--- src/rtl/ddr_cmd_fsm.sv ---
// ddr_cmd_fsm: DDR command sequencer; request handshake, bank timing and auto-refresh scheduling.
// Latency: accepted request enters ACTIVE on the next cycle; every output is registered.
// Backpressure: req_ready only in IDLE with init_done and no refresh pending; user holds the request.
module ddr_cmd_fsm #(
  parameter int T_RCD        = 2,
  parameter int CAS_LAT      = 2,
  parameter int BURST_LEN    = 8,
  parameter int T_WR_RP      = 4,
  parameter int T_RP         = 2,
  parameter int T_RFC        = 10,
  parameter int REF_INTERVAL = 1560
) (
  input  logic        clk,
  input  logic        rst,
  input  logic        init_done,
  input  logic        req_valid,
  input  logic        req_wr,
  input  logic [24:0] req_addr,
  output logic        req_ready,
  output logic [3:0]  cmd_state,
  output logic [24:0] ctrl_addr,
  output logic        rd_data_en,
  output logic        wr_data_en,
  output logic        done,
  output logic        ref_overrun
);

  // Shared command-state encoding decoded by the command generator.
  typedef enum logic [3:0] {
    C_IDLE      = 4'd0,
    C_ACTIVE    = 4'd1,
    C_WAIT_RCD  = 4'd2,
    C_READ      = 4'd3,
    C_WAIT_CAS  = 4'd4,
    C_WAIT_RBST = 4'd5,
    C_WRITE     = 4'd6,
    C_WAIT_WBST = 4'd7,
    C_WAIT_WREC = 4'd8,
    C_AUTOREF   = 4'd9,
    C_WAIT_RFC  = 4'd10,
    C_DONE      = 4'd11,
    C_REF_DONE  = 4'd12
  } state_t;

  // Wait counters load N-1 on entry so a state lasts exactly N cycles.
  localparam int CW = 16;
  localparam logic [CW-1:0] LD_RCD  = CW'(T_RCD - 1);
  localparam logic [CW-1:0] LD_CAS  = CW'(CAS_LAT - 1);
  localparam logic [CW-1:0] LD_BST  = CW'(BURST_LEN / 2 - 1);
  localparam logic [CW-1:0] LD_WREC = CW'(T_WR_RP - 1);
  localparam logic [CW-1:0] LD_RP   = CW'(T_RP - 1);
  localparam logic [CW-1:0] LD_RFC  = CW'(T_RFC - 1);

  localparam int TW = $clog2(REF_INTERVAL) + 1;
  localparam logic [TW-1:0] REF_LAST = TW'(REF_INTERVAL - 1);

  state_t        state, state_nx;
  logic [CW-1:0] cnt, cnt_nx;
  logic          is_wr, is_wr_nx;
  logic [24:0]   addr_nx;
  logic [TW-1:0] ref_tmr, ref_tmr_nx;
  logic          ref_pend, ref_pend_nx;
  logic          ovr_nx;
  logic          ref_wrap;
  logic          hs;

  // req_ready is only ever high in IDLE, so this is the IDLE handshake.
  assign hs        = req_valid && req_ready;
  assign cmd_state = state;

  // Refresh interval timer: free-runs while init_done, parked at 0 otherwise.
  always_comb begin
    ref_tmr_nx = '0;
    ref_wrap   = 1'b0;
    if (init_done) begin
      if (ref_tmr == REF_LAST) begin
        ref_wrap = 1'b1;
      end else begin
        ref_tmr_nx = ref_tmr + TW'(1);
      end
    end
  end

  // Refresh request bookkeeping: a wrap always (re)arms the request, so a wrap
  // landing on the same cycle that IDLE hands off to AUTOREFRESH keeps a second
  // refresh queued; any wrap that finds a refresh still owed flags an overrun.
  always_comb begin
    ref_pend_nx = ref_pend;
    if (ref_wrap) begin
      ref_pend_nx = 1'b1;
    end else if (state == C_IDLE && ref_pend) begin
      ref_pend_nx = 1'b0;
    end
    ovr_nx = ref_overrun | (ref_wrap & ref_pend);
  end

  // Next-state, wait-counter and request-latch logic.
  always_comb begin
    state_nx = state;
    cnt_nx   = cnt;
    is_wr_nx = is_wr;
    addr_nx  = ctrl_addr;
    case (state)
      C_IDLE: begin
        if (ref_pend) begin
          state_nx = C_AUTOREF;
        end else if (hs) begin
          state_nx = C_ACTIVE;
          addr_nx  = req_addr;
          is_wr_nx = req_wr;
        end
      end
      C_ACTIVE: begin
        state_nx = C_WAIT_RCD;
        cnt_nx   = LD_RCD;
      end
      C_WAIT_RCD: begin
        if (cnt == '0) begin
          state_nx = is_wr ? C_WRITE : C_READ;
        end else begin
          cnt_nx = cnt - CW'(1);
        end
      end
      // READ/WRITE carry auto-precharge; no explicit precharge is ever issued.
      C_READ: begin
        state_nx = C_WAIT_CAS;
        cnt_nx   = LD_CAS;
      end
      C_WAIT_CAS: begin
        if (cnt == '0) begin
          state_nx = C_WAIT_RBST;
          cnt_nx   = LD_BST;
        end else begin
          cnt_nx = cnt - CW'(1);
        end
      end
      C_WAIT_RBST: begin
        if (cnt == '0) begin
          // DONE after a read also covers the auto-precharge time.
          state_nx = C_DONE;
          cnt_nx   = LD_RP;
        end else begin
          cnt_nx = cnt - CW'(1);
        end
      end
      C_WRITE: begin
        state_nx = C_WAIT_WBST;
        cnt_nx   = LD_BST;
      end
      C_WAIT_WBST: begin
        if (cnt == '0) begin
          state_nx = C_WAIT_WREC;
          cnt_nx   = LD_WREC;
        end else begin
          cnt_nx = cnt - CW'(1);
        end
      end
      C_WAIT_WREC: begin
        if (cnt == '0) begin
          // Write recovery already includes precharge, so DONE is one cycle.
          state_nx = C_DONE;
          cnt_nx   = '0;
        end else begin
          cnt_nx = cnt - CW'(1);
        end
      end
      C_AUTOREF: begin
        state_nx = C_WAIT_RFC;
        cnt_nx   = LD_RFC;
      end
      C_WAIT_RFC: begin
        if (cnt == '0) begin
          state_nx = C_REF_DONE;
        end else begin
          cnt_nx = cnt - CW'(1);
        end
      end
      C_DONE: begin
        if (cnt == '0) begin
          state_nx = C_IDLE;
        end else begin
          cnt_nx = cnt - CW'(1);
        end
      end
      C_REF_DONE: begin
        state_nx = C_IDLE;
      end
      default: begin
        state_nx = C_IDLE;
      end
    endcase
  end

  // State, counters and registered outputs; outputs are derived from the next state
  // so they line up with cmd_state in the same cycle.
  always_ff @(posedge clk or negedge rst) begin
    if (!rst) begin
      state       <= C_IDLE;
      cnt         <= '0;
      is_wr       <= 1'b0;
      ctrl_addr   <= '0;
      ref_tmr     <= '0;
      ref_pend    <= 1'b0;
      ref_overrun <= 1'b0;
      req_ready   <= 1'b0;
      rd_data_en  <= 1'b0;
      wr_data_en  <= 1'b0;
      done        <= 1'b0;
    end else begin
      state       <= state_nx;
      cnt         <= cnt_nx;
      is_wr       <= is_wr_nx;
      ctrl_addr   <= addr_nx;
      ref_tmr     <= ref_tmr_nx;
      ref_pend    <= ref_pend_nx;
      ref_overrun <= ovr_nx;
      req_ready   <= (state_nx == C_IDLE) && init_done && !ref_pend_nx;
      rd_data_en  <= (state_nx == C_WAIT_RBST);
      wr_data_en  <= (state_nx == C_WAIT_WBST);
      done        <= (state_nx == C_DONE) && (state != C_DONE);
    end
  end

endmodule

--- config.mk ---
export PLATFORM = sky130hd
export DESIGN_NAME = ddr_cmd_fsm
export DESIGN_NICKNAME = d
export VERILOG_FILES = /design/src/rtl/ddr_cmd_fsm.sv
export SDC_FILE = /design/constraint.sdc
export NUM_CORES = 1
export LEC_CHECK = 0
export CORE_MARGIN = 4
export CORE_UTILIZATION = 45
export CTS_CLUSTER_DIAMETER = 80
export DETAILED_ROUTE_END_ITERATION = 8
export PLACE_DENSITY = 0.82
export SETUP_SLACK_MARGIN = 0.4
export SYNTH_ARGS = -nofsm -noshare
export SYNTH_HDL_FRONTEND = slang
export SYNTH_SLANG_ARGS = --single-unit
--- constraint.sdc ---
create_clock -name clk -period 3.3 [get_ports clk]
set_clock_uncertainty 0.2 [all_clocks]
set_input_delay 0.99 -clock clk [delete_from_list [all_inputs] [get_ports clk]]
set_output_delay 0.99 -clock clk [all_outputs]
set_load 0.05 [all_outputs]
* Word-level counts from Yosys, hierarchy flattened
Cells that the tools add are included.
** Word-level totals
- Register bits :: 64
** Cells by class
- Eq/ne operators :: 17
- Reduce and logical (&&, ||, !) cells :: 16
- Mux-type cells :: 21
- Bitwise gates (word level) :: 3
- Add/sub/neg operators :: 2
** Operators by type and width (number)
- $pmux 16 s7 :: 1
- $mux 16 :: 4
- $pmux 4 s11 :: 1
- $mux 4 :: 8
- $eq 4x3->1 const B :: 6
- $mux 12 :: 2
- $eq 4x4->1 const B :: 5
- $logic_not 16->1 :: 1
- $sub 16x1->16 const B :: 1
- $add 12x1->12 const B :: 1
- $eq 12x11->1 const B :: 1
- $eq 4x2->1 const B :: 2
- $logic_not 4->1 :: 2
- $reduce_bool 7->1 :: 1
- $reduce_or 2->1 :: 3
- $logic_and 1x1->1 :: 5
- $eq 4x1->1 const B :: 1
- $mux 1 :: 4
- $ne 4x4->1 const B :: 1
- $mux 3 :: 1
- $reduce_and 3->1 :: 1
- $reduce_or 3->1 :: 1
- $ne 2x2->1 const B :: 1
- $reduce_and 2->1 :: 1
- 4 further kinds :: 4

* Depth between registers and ports, before layout
Gate-level depths: netlist of run 1.
- Word-level depth :: 7
- Mapped depth :: 11
- Mapped depth without buffers :: 8

* Worst setup path before layout of run 1
OpenSTA, ideal clock, no wires.
- Path kind :: register to register
- From :: register state[1], in the netlist cmd_state[1]
- To :: register ctrl_addr[0]
- Path buffers :: 1
- Path slack :: 0.469 ns
- Cell stages (with the launch flop) :: 5
- Data arrival time :: 2.506 ns
- Cells stage by stage :: dfrtp_1 > or4_1 > nor3_1 > clkbuf_1 > mux2_2
** Between the ends
- Word-level cells in the longest chain between the ends :: 2
** Ends and longest elaborated chain
- start, declared :: line 57 : state_t state, state_nx;
- start signal, assigned :: line 210 : state <= state_nx;
- $logic_not 4->1 :: line 103 : case (state)
- $reduce_and 3->1 (no line)
- end signal, assigned :: line 213 : ctrl_addr <= addr_nx;
- end, declared :: line 21 : output logic [24:0] ctrl_addr,
No other way between the ends.
A chain may end at the register's enable or synchronous reset.

* Worst setup path after layout of run 1
- From :: register cnt[6]
- To :: register cnt[15]
** Between the ends
- Word-level cells in the longest chain between the ends :: 3
** Ends and longest elaborated chain
- start, declared :: line 58 : logic [CW-1:0] cnt, cnt_nx;
- start signal, assigned :: line 211 : cnt <= cnt_nx;
- $sub 16x1->16 or $logic_not 16->1 (tied branches)
- $mux 16 (tied with other cells) :: line 118, 172, 179
- $pmux 16 s7 or $reduce_and 2->1 (tied branches)
Several ways; a longest one is shown, not always the timed one. The select of a mux whose other input is x is not followed.

==> summary.txt, run 1 <==
Run status
  • Outcome: completed

Critical path
  • Slowest cell on the critical path: or4_4
  • Worst path bufs/invs: 1
  • Worst reg2reg path depth: 6
  • CP delay by family, top: simple AND/OR/NAND/NOR gates
  • Worst path required time: ~3300 ps
  • CP Capture Type: flop
  • Path type of the worst setup path: flop to flop
  • R2R Path End: cnt[15]
  • Largest stage delay, worst path: ~660 ps
  • Worst R2R Start: cnt[6]
  • CP Launch Type: flop
  • Worst-path fanout max: 13
  • Arrival @ worst endpoint: 2780 ps
  • Critical path's most frequent cell: or4_1
  • R2R setup slack: ~540 ps
  • Cells along the critical path: or4_1, or4_4, o211ai_1, buf_4, or4_1, a21oi_1

Logic synthesis
  • Synth warnings: 0
  • Async set-reset flop share out of synthesis: 1.00
  • Most used DFF post-synth: dfrtp_1
  • Area share of the largest cell type after synthesis: 0.501
  • Synth top area cells: dfrtp_1 (50%), mux2_2 (9.2%), xor2_1 (4.1%)
  • Cell count after synthesis: roughly 310
  • Sequential fraction of the synthesis area: 0.501
  • Syn nets: around 340
  • Most common cell in the netlist: dfrtp_1
  • Number of distinct library cells after synthesis: 54
  • EDFF count, synth: 0
  • Netlist Area Pre-Place: 0.00320 mm^2
  • Syn avg cell area: 10.3 um^2
  • Cell taking the most area after synthesis: dfrtp_1
  • Synth cell count leaders: dfrtp_1 (64), nor2_1 (30), mux2_2 (26), a21oi_1 (22), nand2_1 (16)
  • Flops & latches, synth: between 60 and 70

Die
  • Die width: about 90 um
  • FP Rows: 30
  • DIE HEIGHT: around 90 um
  • Die area: ~0.0085 mm^2
  • I/O pin count: between 60 and 70
  • Initial Utilization: 0.468
  • Core area: ~0.007 mm^2

Clock network
  • CTS hold repair buffers: 0
  • Latest clock arrival within the worst-skew pair: between 300 and 400 ps
  • Htree depth: 3
  • Reg clk slew, reported paths: approximately 80 ps
  • CTS max path bufs: 2
  • CTS buffer count: 9
  • Clock root buffer master: clkbuf_8
  • TritonCTS clock tree: done
  • CTS sink count: 64

Cells and area
  • Total Nets Final: 412
  • Inserted Diodes: 0
  • Area grow syn2layout: 32.9%
  • Util after Layout: 0.622
  • Layout cell share with drive strength beyond 1: 0.182

Placement
  • Port bufs: between 60 and 70
  • HPWL Detailed: a little over 5 mm
  • Final RePlAce weighted congestion: roughly 0.84

Power and ir drop
  • Worst VDD drop: 0.506 mV
  • LEAKAGE: about 0.0018 uW
  • Pwr/cell area: 851 mW/mm^2

Min path
  • Hold Path Class: flop to flop
  • Hold path depth: 1
  • Worst Hold Path EP: ref_tmr[0]
  • Hold path startpoint: ref_tmr[0]

Drt
  • Post-route ant nets: 0
  • DR vias/cell: 5.49
  • Iteration count of the initial detailed-routing pass: 4
  • Vias: 2642
  • Drt drc: 0
  • Wire length per cell: 15.4 um
  • Final WL: 7.39 mm
  • Initial drt markers: about 250

Global route
  • GRT Total Usage: 0.183
  • Pin count of the biggest net entering global routing: 65
  • Initial antenna violation count: 0
  • First-pass GRT wire length: between 10 and 15 mm
  • Total gr overflow: 0
  • Vias in the first global route: 2544

Timing
  • Setup_tns: 0 ps
  • Measured slew at the worst slew-check pin: between 500 and 600 ps
  • Endpoints failing setup: 0
  • RSZ-0062 raised after global routing: false
  • Tcrit/Tclk final: 0.837
  • Peak Freq: 362 MHz
  • Endpoints failing hold: 0
  • Final min period: around 2800 ps
  • Rel. slew slack: 0.647
  • Fin. max-slew vios: 0

Job
  • Maxcap violations: 0
## worst max path at each step
stage | from | end | slack [ps] | cells past startpoint
after floorplan | cmd_state[1] | ctrl_addr[0] | 470 | 4
after global placement | cnt[0] | cnt[10] | 300 | 7
after detailed placement | cnt[0] | cnt[6] | 230 | 7
after CTS | cnt[0] | cnt[6] | 400 | 7
after global routing | cnt[6] | cnt[13] | 420 | 5
final | cnt[6] | cnt[15] | 540 | 6
## registers in the layout (all words and copies together), names as in the netlist
register     count
ctrl_addr       25
cnt             16
ref_tmr         12
cmd_state        4
done             1
is_wr            1
rd_data_en       1
ref_overrun      1
ref_pend         1
req_ready        1
wr_data_en       1
## routing by layer
metal / share of wire / wire [um] / vias to the layer above / global-route usage
met5: 0 / 0 / - / 0
met4: 0.016 / 116 / 0 / 0.0693
li1: - / - / 1265 / -
met3: 0.054 / 401 / 12 / 0.0558
met1: 0.44 / 3230 / 1277 / 0.240
met2: 0.49 / 3640 / 88 / 0.284
## repair_timing
action | 4_1_cts | 5_1_grt
buffers inserted | 0 | 8
setup endpoints to repair | 14 | 14
resized for setup | 1 | 2
pin swaps | 0 | 2
## metrics by stage
stage                     instance area [um^2]  worst slack, ps  hold slack (ps)  cells  power, uW
final                                     4250              539              278    481       3610
after detailed placement                  3940              232              254    457       2780
after CTS                                 4170              403              269    473       3560
after global placement                    3940              305              243    457       2730
after global routing                      4250              417              288    481       3830
after floorplan                           3200              469              224    309       2290
## power breakdown
group	total, uW	internal (uW)	switching (uW)
Sequential	1100	970	134
Combinational	1740	670	1070
Clock	768	448	320
## cells in the final DEF (no fill, tap or decap), drive strengths merged, types with 4 or more instances in the layout
cell,instances
xor2,15
dfrtp,64
nor2b,4
a21oi,22
clkdlybuf4s50,62
o31ai,5
nand2,16
and2,4
nor3,8
or3,5
inv,7
nor2,30
clkbuf,10
or4,10
nand3,6
o211ai,5
and3,4
o21ai,15
buf,17
nor4,6
mux2,26
## kinds of logic (layout without fill, tap and decap cells)
group | after synthesis | count (layout) | share of synthesized area
simple gates | 105 | 105 | 0.177
compound gates | 68 | 68 | 0.138
xor+xnor | 16 | 16 | 0.0439
mux | 27 | 27 | 0.0948
flops | 64 | 64 | 0.501
fa+ha+maj | 3 | 3 | 0.0110
buf+inv | 26 | 102 | 0.0341
## cell type report
class,instances,area (um^2)
sequential,64,1600
clock inverter,6,92.6
multi-input combinational,219,1500
timing repair buffer,79,771
clock buffer,10,138
tap,96,120
inverter,7,26.3
fill,551,2580
Power figures use the tool's default switching activity.
==> inputs of run 2 (changes only) <==
==> constraint.sdc (replaced) <==
create_clock -name clk -period 2.61 [get_ports clk]
set_clock_uncertainty 0.2 [all_clocks]
set_input_delay 0.783 -clock clk [delete_from_list [all_inputs] [get_ports clk]]
set_output_delay 0.783 -clock clk [all_outputs]
set_load 0.05 [all_outputs]
==> run 2 against run 1 <==
Register-to-register slack got worse by 530 ps. Sequential power is 27% higher. Combinational power increased by 69%. Sequential cell count is the same. Die area unchanged. Clock power increased by 2%. Cell count grew 6.2%. Maximum frequency increased by 6.3%. Worst hold slack worse by 110 ps. Worst setup slack lost 530 ps. Core utilization is 6.4 points higher. Non-clock buffer count increased by 29. Critical endpoint is now cmd_state[1]. Largest cell class is now multi-input combinational cells.
==> summary.txt, run 2 (synthesis results as in run 1) <==
Placement
  • Final RePlAce weighted congestion: 0.880 (was 0.839)
  • Dpl cells: 474 (was 457)
  • HPWL Detailed: 5.61 mm (was 5.08 mm)
  • Port bufs: 63 (unchanged)
  • Worst slack, placed: 16.7 ps (was 232 ps)

Drt
  • Post-route ant nets: 0 (unchanged)
  • Vias: 2947 (was 2642)
  • Iteration count of the initial detailed-routing pass: 5 (was 4)
  • Initial drt markers: 198 (was 254)
  • Wire length per cell: 18.4 um (was 15.4 um)
  • Drt drc: 0 (unchanged)
  • DR vias/cell: 5.77 (was 5.49)
  • Final WL: 9.40 mm (was 7.39 mm)

Die
  • I/O pin count: 64 (unchanged)
  • Core area: 0.00683 mm^2 (unchanged)
  • Die width: 92.3 um (unchanged)
  • Initial Utilization: 0.468 (unchanged)
  • Die area: 0.00851 mm^2 (unchanged)
  • DIE HEIGHT: 92.3 um (unchanged)
  • FP Rows: 30 (unchanged)

Cells and area
  • Commonest non-fill, non-tap cell in the layout: dfrtp_1 (unchanged)
  • Commonest non-fill, non-tap cells in the layout: dfrtp_1 (60), buf_4 (39), clkdlybuf4s50_1 (28) (was dfrtp_1 (64), clkdlybuf4s50_1 (62), nor2_1 (30))
  • Biggest register: ctrl_addr (unchanged)
  • Inserted Diodes: 0 (unchanged)
  • Area grow syn2layout: 46.6% (was 32.9%)
  • Fillers: 450 (was 551)
  • Total Nets Final: 442 (was 412)
  • Top flop regs: ctrl_addr x25, cnt x16, ref_tmr x12 (unchanged)
  • Util after Layout: 0.686 (was 0.622)
  • Layout cell share with drive strength beyond 1: 0.402 (was 0.182)
  • Non-Filler Instances: 511 (was 481)
  • Largest register FFs: 25 (unchanged)

Critical path
  • Worst-path fanout max: 7 (was 13)
  • Arrival @ worst endpoint: 2650 ps (was 2780 ps)
  • CP Capture Type: flop (unchanged)
  • Path type of the worst setup path: flop to flop (unchanged)
  • R2R Path End: cmd_state[1] (was cnt[15])
  • Worst R2R Start: cnt[1] (was cnt[6])
  • CP Launch Type: flop (unchanged)
  • Worst reg2reg path depth: 7 (was 6)
  • R2R setup slack: 10 ps (was 540 ps)
  • Worst path required time: 2660 ps (was 3320 ps)

Clock network
  • CTS buffer count: 9 (unchanged)
  • Clock root buffer master: clkbuf_8 (unchanged)
  • Htree depth: 3 (unchanged)
  • Latest clock arrival within the worst-skew pair: 340 ps (was 350 ps)
  • TritonCTS clock tree: done (unchanged)
  • CTS max path bufs: 2 (unchanged)
  • Reg clk slew, reported paths: 80 ps (about the same)
  • CTS sink count: 64 (unchanged)

Timing
  • Peak Freq: 385 MHz (was 362 MHz)
  • Fin. max-slew vios: 0 (unchanged)
  • Measured slew at the worst slew-check pin: 799 ps (was 528 ps)
  • Tcrit/Tclk final: 0.995 (was 0.837)
  • Rel. slew slack: 0.467 (was 0.647)
  • Setup slack after layout: 12.5 ps (was 539 ps)
  • Final min period: 2600 ps (was 2760 ps)
  • Min Hold Slack: 169 ps (was 278 ps)
  • RSZ-0062 raised after global routing: true (was false)
  • Endpoints failing hold: 0 (unchanged)
  • Endpoints failing setup: 0 (unchanged)

Global route
  • Vias in the first global route: 2799 (was 2544)
  • First-pass GRT wire length: 14.2 mm (was 12.3 mm)
  • Total gr overflow: 0 (unchanged)
  • GRT Total Usage: 0.213 (was 0.183)
  • Initial antenna violation count: 0 (unchanged)
  • Pin count of the biggest net entering global routing: 49 (was 65)

Job
  • Maxcap violations: 0 (unchanged)

Power and ir drop
  • LEAKAGE: 0.00204 uW (was 0.00181 uW)
  • Worst VDD drop: 0.427 mV (was 0.506 mV)
  • Power, Total: 5110 uW (was 3610 uW)
  • Pwr/cell area: 1090 mW/mm^2 (was 851 mW/mm^2)

Min path
  • Hold Path Class: input port to asynchronous set/reset pin (was flop to flop)

Run status
  • Outcome: completed (unchanged)
run 2: cell count changes in the layout (fill, tap and decap cells not counted), sizes merged:
cell           delta
clkdlybuf4s15    +15
clkbuf           +16
clkinvlp          +2
or4               +1
clkdlybuf4s50    -34
bufinv            -2
buf              +32
inv               +1
clkinv            -1
run 2: cell type report:
cell class                      count  area (um^2)  area share
Sequential cell                    64         1610       0.343
Timing Repair Buffer              108          963       0.206
Tap cell                           96          120      0.0256
Clock buffer                       10          138      0.0294
Multi-Input combinational cell    220         1790       0.381
Clock inverter                      6         43.8     0.00935
Inverter                            7         26.3     0.00561
run 2: how the worst max path moves through the flow:
stage           start      endpoint
2_1_floorplan  cnt[0]    rd_data_en
3_3_place_gp   cnt[8]       cnt[15]
3_5_place_dp   cnt[8]       cnt[15]
4_1_cts        cnt[1]        cnt[6]
5_1_grt        cnt[0]       cnt[13]
6_report       cnt[1]  cmd_state[1]
run 2: metal layers:
layer,track usage,vias to the layer above,wire (um)
met5,0,-,0
met1,0.267,1427,3740
met4,0.0866,0,236
met2,0.352,166,4720
met3,0.0517,25,701
li1,-,1329,-
run 2: report_power, final:
part | switching, uW | internal, uW
sequential | 164 | 1230
combinational | 1720 | 1220
clock | 409 | 371
total | 2290 | 2820
run 2: stage by stage:
step	instance area (um^2)	TNS (ps)
2_1_floorplan	3380	-0.262
3_5_place_dp	4210	0
4_1_cts	4550	0
3_3_place_gp	4210	0
5_1_grt	4680	-297
6_report	4680	0
run 2: what timing repair did:
action | CTS | global route
hold buffers | 0 | 0
pin swaps | 5 | 10
gates resized for setup | 78 | 46
cloned | 1 | 2
setup endpoints to repair | 66 | 47
buffers inserted | 13 | 5
run 2: worst max-delay path, cell delays in order (launching register included):
cell and delay (ps):
dfrtp_1 390, inv_1 60, ha_2 170, or4b_4 510, or4_4 520, buf_6 160, a211o_1 300, a21boi_1 180
==> patch 1 (config.mk and constraints of run 1) <==
Put one more register stage on the output `ref_overrun`, without a reset. The value now appears one clock later. The other outputs are not delayed to match.
--- a/src/rtl/ddr_cmd_fsm.sv
+++ b/src/rtl/ddr_cmd_fsm.sv
@@ -56,2 +56,4 @@
 
+  logic ref_overrun_s0;
+
   state_t        state, state_nx;
@@ -93,3 +95,3 @@
     end
-    ovr_nx = ref_overrun | (ref_wrap & ref_pend);
+    ovr_nx = ref_overrun_s0 | (ref_wrap & ref_pend);
   end
@@ -203,3 +205,3 @@
       ref_pend    <= 1'b0;
-      ref_overrun <= 1'b0;
+      ref_overrun_s0 <= 1'b0;
       req_ready   <= 1'b0;
@@ -215,3 +217,3 @@
       ref_pend    <= ref_pend_nx;
-      ref_overrun <= ovr_nx;
+      ref_overrun_s0 <= ovr_nx;
       req_ready   <= (state_nx == C_IDLE) && init_done && !ref_pend_nx;
@@ -223,2 +225,6 @@
 
+  always_ff @(posedge clk) begin
+    ref_overrun <= ref_overrun_s0;
+  end
+
 endmodule
Check against the original RTL: same outputs for any inputs over 10 cycles, from zero or initial values and one cycle with rst low; that may be too few to reach the edited logic, so the function may still have changed.
==> patch 1 against run 1 <==
Sequential cell count rose by 1; area after synthesis rose by 0.63%; worst setup slack got worse by 0.030 ns; critical path depth is 1 lower; count of clock-buffer cells in the layout unchanged; wire length shrank 1.6%; design area decreased by 1.5%; power is 5.0% lower; critical endpoint is now cnt[6]$_DFFE_PN0P_.
==> patch 1: results (changes against run 1) <==
| Metric | Value |
|---|---|
| Hold endpoint | `ref_overrun$_DFF_P_` |
| Grt met3 use | `5.28% (-0.30 points)` |
| Post-Synth Adder-Cell Area | `1.09% (-0.0068 points)` |
| Gp weighted congestion | `0.871 (+3.8%)` |
| PostCTS Resize Cnt | `2 (+1)` |
| Maximum VDD drop | `0.000396 V (-22%)` |
| Min Tclk post-route | `2.79 ns (+0.0300 ns)` |
| Routed metal-1 wirelength | `3150 µm (-2.4%)` |
| IO buf count | `63 (unchanged)` |
| Compound-Gate Fraction of Synth Area | `13.7% (-0.086 points)` |
| Synth Area in XOR/XNOR | `4.36% (-0.027 points)` |
| Share of cells above drive strength 1 | `17.3% (-0.90 points)` |
| Placed Instances | `460 (+0.66%)` |
| Mean post-synth cell area | `10.4 µm² (+0.30%)` |
| Nets | `409 (-0.73%)` |
| Crit Path Category | `flip-flop to flip-flop` |
| Vias post-DR | `2635 (-0.26%)` |
| Dpl hpwl | `5060 µm (-0.31%)` |
| Netlist cell types | `55 (+1.9%)` |
| Largest net degree at the start of global routing | `65 (unchanged)` |
| Worst reg2reg endpoint | `cnt[6]$_DFFE_PN0P_` |
| Fill cell count | `573 (+4.0%)` |
| Vias in the first global route | `2518 (-1.0%)` |
| FFs w/ async S/R, synth | `98.5% (-1.5 points)` |
| GR Layer Usage met1 | `21.2% (-2.8 points)` |
| R2R Setup Slk | `0.51 ns (-0.03 ns)` |
| Setup repair bufs after CTS | `0 (unchanged)` |
| Global routing usage on met2 | `27.7% (-0.73 points)` |
| Routed length on met2 | `3470 µm (-4.8%)` |
| Hold slack final | `0.180 ns (-0.0976 ns)` |
| First-pass GRT wire length | `11700 µm (-5.0%)` |
| Critical Path Fanout Max | `16 (+3)` |
| Hold Startpoint | `ref_overrun_s0$_DFF_PN0_` |
| Worst slack, placed | `0.298 ns (+0.0654 ns)` |
| Overall Global Routing Usage | `17.1% (-1.1 points)` |
| CP max stage delay | `0.69 ns (+0.03 ns)` |
| Post-Syn Nets | `342 (+0.29%)` |
| Mux share of post-synthesis cell area | `9.42% (-0.059 points)` |
| Post-DP Area | `3970 µm² (+0.89%)` |
| Post-synth top cells | `dfrtp_1, nor2_1, mux2_2, a21oi_1, nand2_1` |
| Reg2Reg Depth | `5 (-1)` |
| WL met3 | `423 µm (+5.5%)` |
| CP Data Arrival Time | `2.79 ns (about the same)` |
| WL/cell | `15.2 µm (-0.95%)` |
| Seq/Total Area, Yosys | `50.4% (+0.31 points)` |
| Total routed wirelength | `7280 µm (-1.6%)` |
| Hold-critical path depth | `0 (-1)` |
| Initial drt markers | `169 (-33%)` |
| Area contributors post-synth | `dfrtp_1, mux2_2, xor2_1` |
| Worst-Skew Late Latency | `0.33 ns (-0.02 ns)` |
| Max transition margin | `62.6% (-2.1 points)` |
| Leakage Power | `1.78 nW (-1.7%)` |
| Status | `completed` |
[patch 1: cell count changes after synthesis]
| cell | change |
|---|---|
| dfxtp_1 | +1 |
[patch 1: logic make-up after synthesis]
logic type / count (synthesis)
adder cells (fa/ha/maj): 3
AO/OA/AOI/OAI: 68
multiplexers: 27
AND/OR/NAND/NOR: 105
buffers and inverters: 26
flip-flops: 65
XOR/XNOR: 16
[patch 1: area by class of cell]
type | count | area, µm² | area share (%)
clock buffers | 10 | 138 | 3.29
clock inverters | 6 | 42.5 | 1.02
inverters | 7 | 26.3 | 0.628
multi-input cells | 219 | 1510 | 36.0
flip-flops and latches | 65 | 1620 | 38.8
well taps | 96 | 120 | 2.87
repair buffers | 75 | 728 | 17.4
[patch 1: power breakdown]
group,internal [W],switching [W]
registers,0.000982,0.000133
logic,0.000641,0.00108
clock network,0.000294,0.000304
total,0.00192,0.00152
==> patch 2 (settings of run 1) <==
Made on the original files. The localparam `CW` goes from 16 to 32.
--- a/src/rtl/ddr_cmd_fsm.sv
+++ b/src/rtl/ddr_cmd_fsm.sv
@@ -45,3 +45,3 @@
   // Wait counters load N-1 on entry so a state lasts exactly N cycles.
-  localparam int CW = 16;
+  localparam int CW = 32;
   localparam logic [CW-1:0] LD_RCD  = CW'(T_RCD - 1);
Formal check against the unedited RTL: same outputs for any inputs over 10 cycles, from zero or initial values and one cycle with rst low; that may be too few to reach the edited logic, so the function may still have changed.
==> patch 2 against run 1 <==
Worst setup slack got worse by 0.10 ns; sequential power grew 33%; power up 15%; utilization down 5.8 points; sequential cell count grew 16; via count up 35%; sequential share of layout area increased by 0.88 points; design area up 22%; synthesized cell count rose by 35%; area after synthesis increased by 32%; wire length up 38%; clock power shrank 2%; highest routed layer unchanged.
==> patch 2: results (changes against run 1) <==
| Metric | Value |
|---|---|
| Post-synth top cells | `dfrtp_1, nor2_1, nand2_1, a21oi_1, mux2_2` |
| Vias in the first global route | `3408 (+34%)` |
| First-pass GRT wire length | `16800 µm (+36%)` |
| Status | `completed` |
| Hold Path Class | `flip-flop to flip-flop` |
| Via density | `5.94 (+8.1%)` |
| Final std cells w/o fill | `601 (+25%)` |
| Overall Global Routing Usage | `18.5% (+0.18 points)` |
| Least-Margin Pin Slew | `0.804 ns (+0.276 ns)` |
| Share of cells above drive strength 1 | `18.8% (+0.59 points)` |
| Dpl hpwl | `7010 µm (+38%)` |
| Regs by FF count | `cnt x32, ctrl_addr x25, ref_tmr x12` |
| CP max stage delay | `0.71 ns (+0.05 ns)` |
| Synthesized instance count | `417 (+35%)` |
| Post-DP Area | `4930 µm² (+25%)` |
| Post-Syn Nets | `450 (+32%)` |
| Initial drt markers | `298 (+17%)` |
| Fill cell count | `787 (+43%)` |
| Seq/Total Area, Yosys | `47.4% (-2.7 points)` |
| Delay-heaviest family, CP | `flip-flops` |
| Post-Synth Adder-Cell Area | `0.889% (-0.21 points)` |
| Area contributors post-synth | `dfrtp_1, mux2_2, nor2_1` |
| Netlist cell types | `68 (+26%)` |
| CP max stage cell | `dfrtp_1` |
| Worst-Skew Late Latency | `0.37 ns (+0.02 ns)` |
| Largest net degree at the start of global routing | `50 (-23%)` |
| Gp weighted congestion | `0.870 (+3.7%)` |
| Mux share of post-synthesis cell area | `7.20% (-2.3 points)` |
| DR pass1 iterations | `5 (+1)` |
| Maximum VDD drop | `0.000541 V (+7.0%)` |
| Leakage Power | `2.31 nW (+28%)` |
| Nets | `518 (+26%)` |
| Placed Instances | `580 (+27%)` |
| Total routed wirelength | `10200 µm (+38%)` |
==> patch 2: power breakdown <==
part	total (W)	switching (W)	leakage [nW]	internal (W)
combinational	0.00193	0.00120	1.16	0.000731
sequential	0.00146	0.000250	1.05	0.00121
clock	0.000753	0.000395	0.101	0.000357
==> patch 2: final cells by class <==
type / instances / area (µm²) / area share (%)
Multi-Input combinational cell: 312 / 2100 / 40.5
Timing Repair Buffer: 76 / 723 / 13.9
Inverter: 6 / 22.5 / 0.434
Clock buffer: 9 / 124 / 2.39
Sequential cell: 80 / 2000 / 38.6
Tap cell: 111 / 139 / 2.68
Clock inverter: 7 / 77.6 / 1.50
==> patch 2: routing by layer <==
metal | routed length (µm) | global-route usage [%] | vias to the layer above
li1 | - | - | 1669
met1 | 4430 | 25.4 | 1743
met2 | 4970 | 28.9 | 144
met3 | 723 | 4.69 | 11
met4 | 117 | 5.44 | 0
met5 | 0 | 0 | -
==> patch 2: cell families (layout without fill, tap and decap cells) <==
group                      count (synthesis)  count (layout)
muxes                                     27              27
buffers and inverters                     26              98
and+or+nand+nor                          162             162
xor gates and xnor gates                   9               9
DFF                                       80              80
adders and majority gates                  3               3
AOI/OAI and AO/OA                        110             111
==> patch 2: through the flow <==
stage | hold WS (ns) | setup WS (ns)
floorplan | 0.224 | 0.602
global placement | 0.239 | 0.498
detailed placement | 0.263 | 0.437
CTS | 0.274 | 0.414
global route | 0.288 | 0.377
finish | 0.268 | 0.435
==> patch 2: repair_timing <==
action	4_1_cts	5_1_grt
gates resized for setup	2	3
gates cloned	0	1
setup endpoints to repair	2	19
buffers inserted	0	4
pin swaps	0	2
==> patch 2: final timing paths <==
kind                                             start                         to  slack, ns  cells past startpoint
worst min-delay path              ref_tmr[0]$_DFF_PN0_       ref_tmr[0]$_DFF_PN0_       0.27                      1
max in group asynchronous                          rst  ctrl_addr[12]$_DFFE_PN0P_       1.83                      2
worst min register to register    ref_tmr[0]$_DFF_PN0_       ref_tmr[0]$_DFF_PN0_       0.27                      1
worst max register to register      cnt[5]$_DFFE_PN0P_        cnt[22]$_DFFE_PN0P_       0.48                      6
min in group asynchronous                          rst        cnt[28]$_DFFE_PN0P_       0.42                      1
worst max-delay path            cmd_state[3]$_DFF_PN0_               cmd_state[3]       0.44                      1
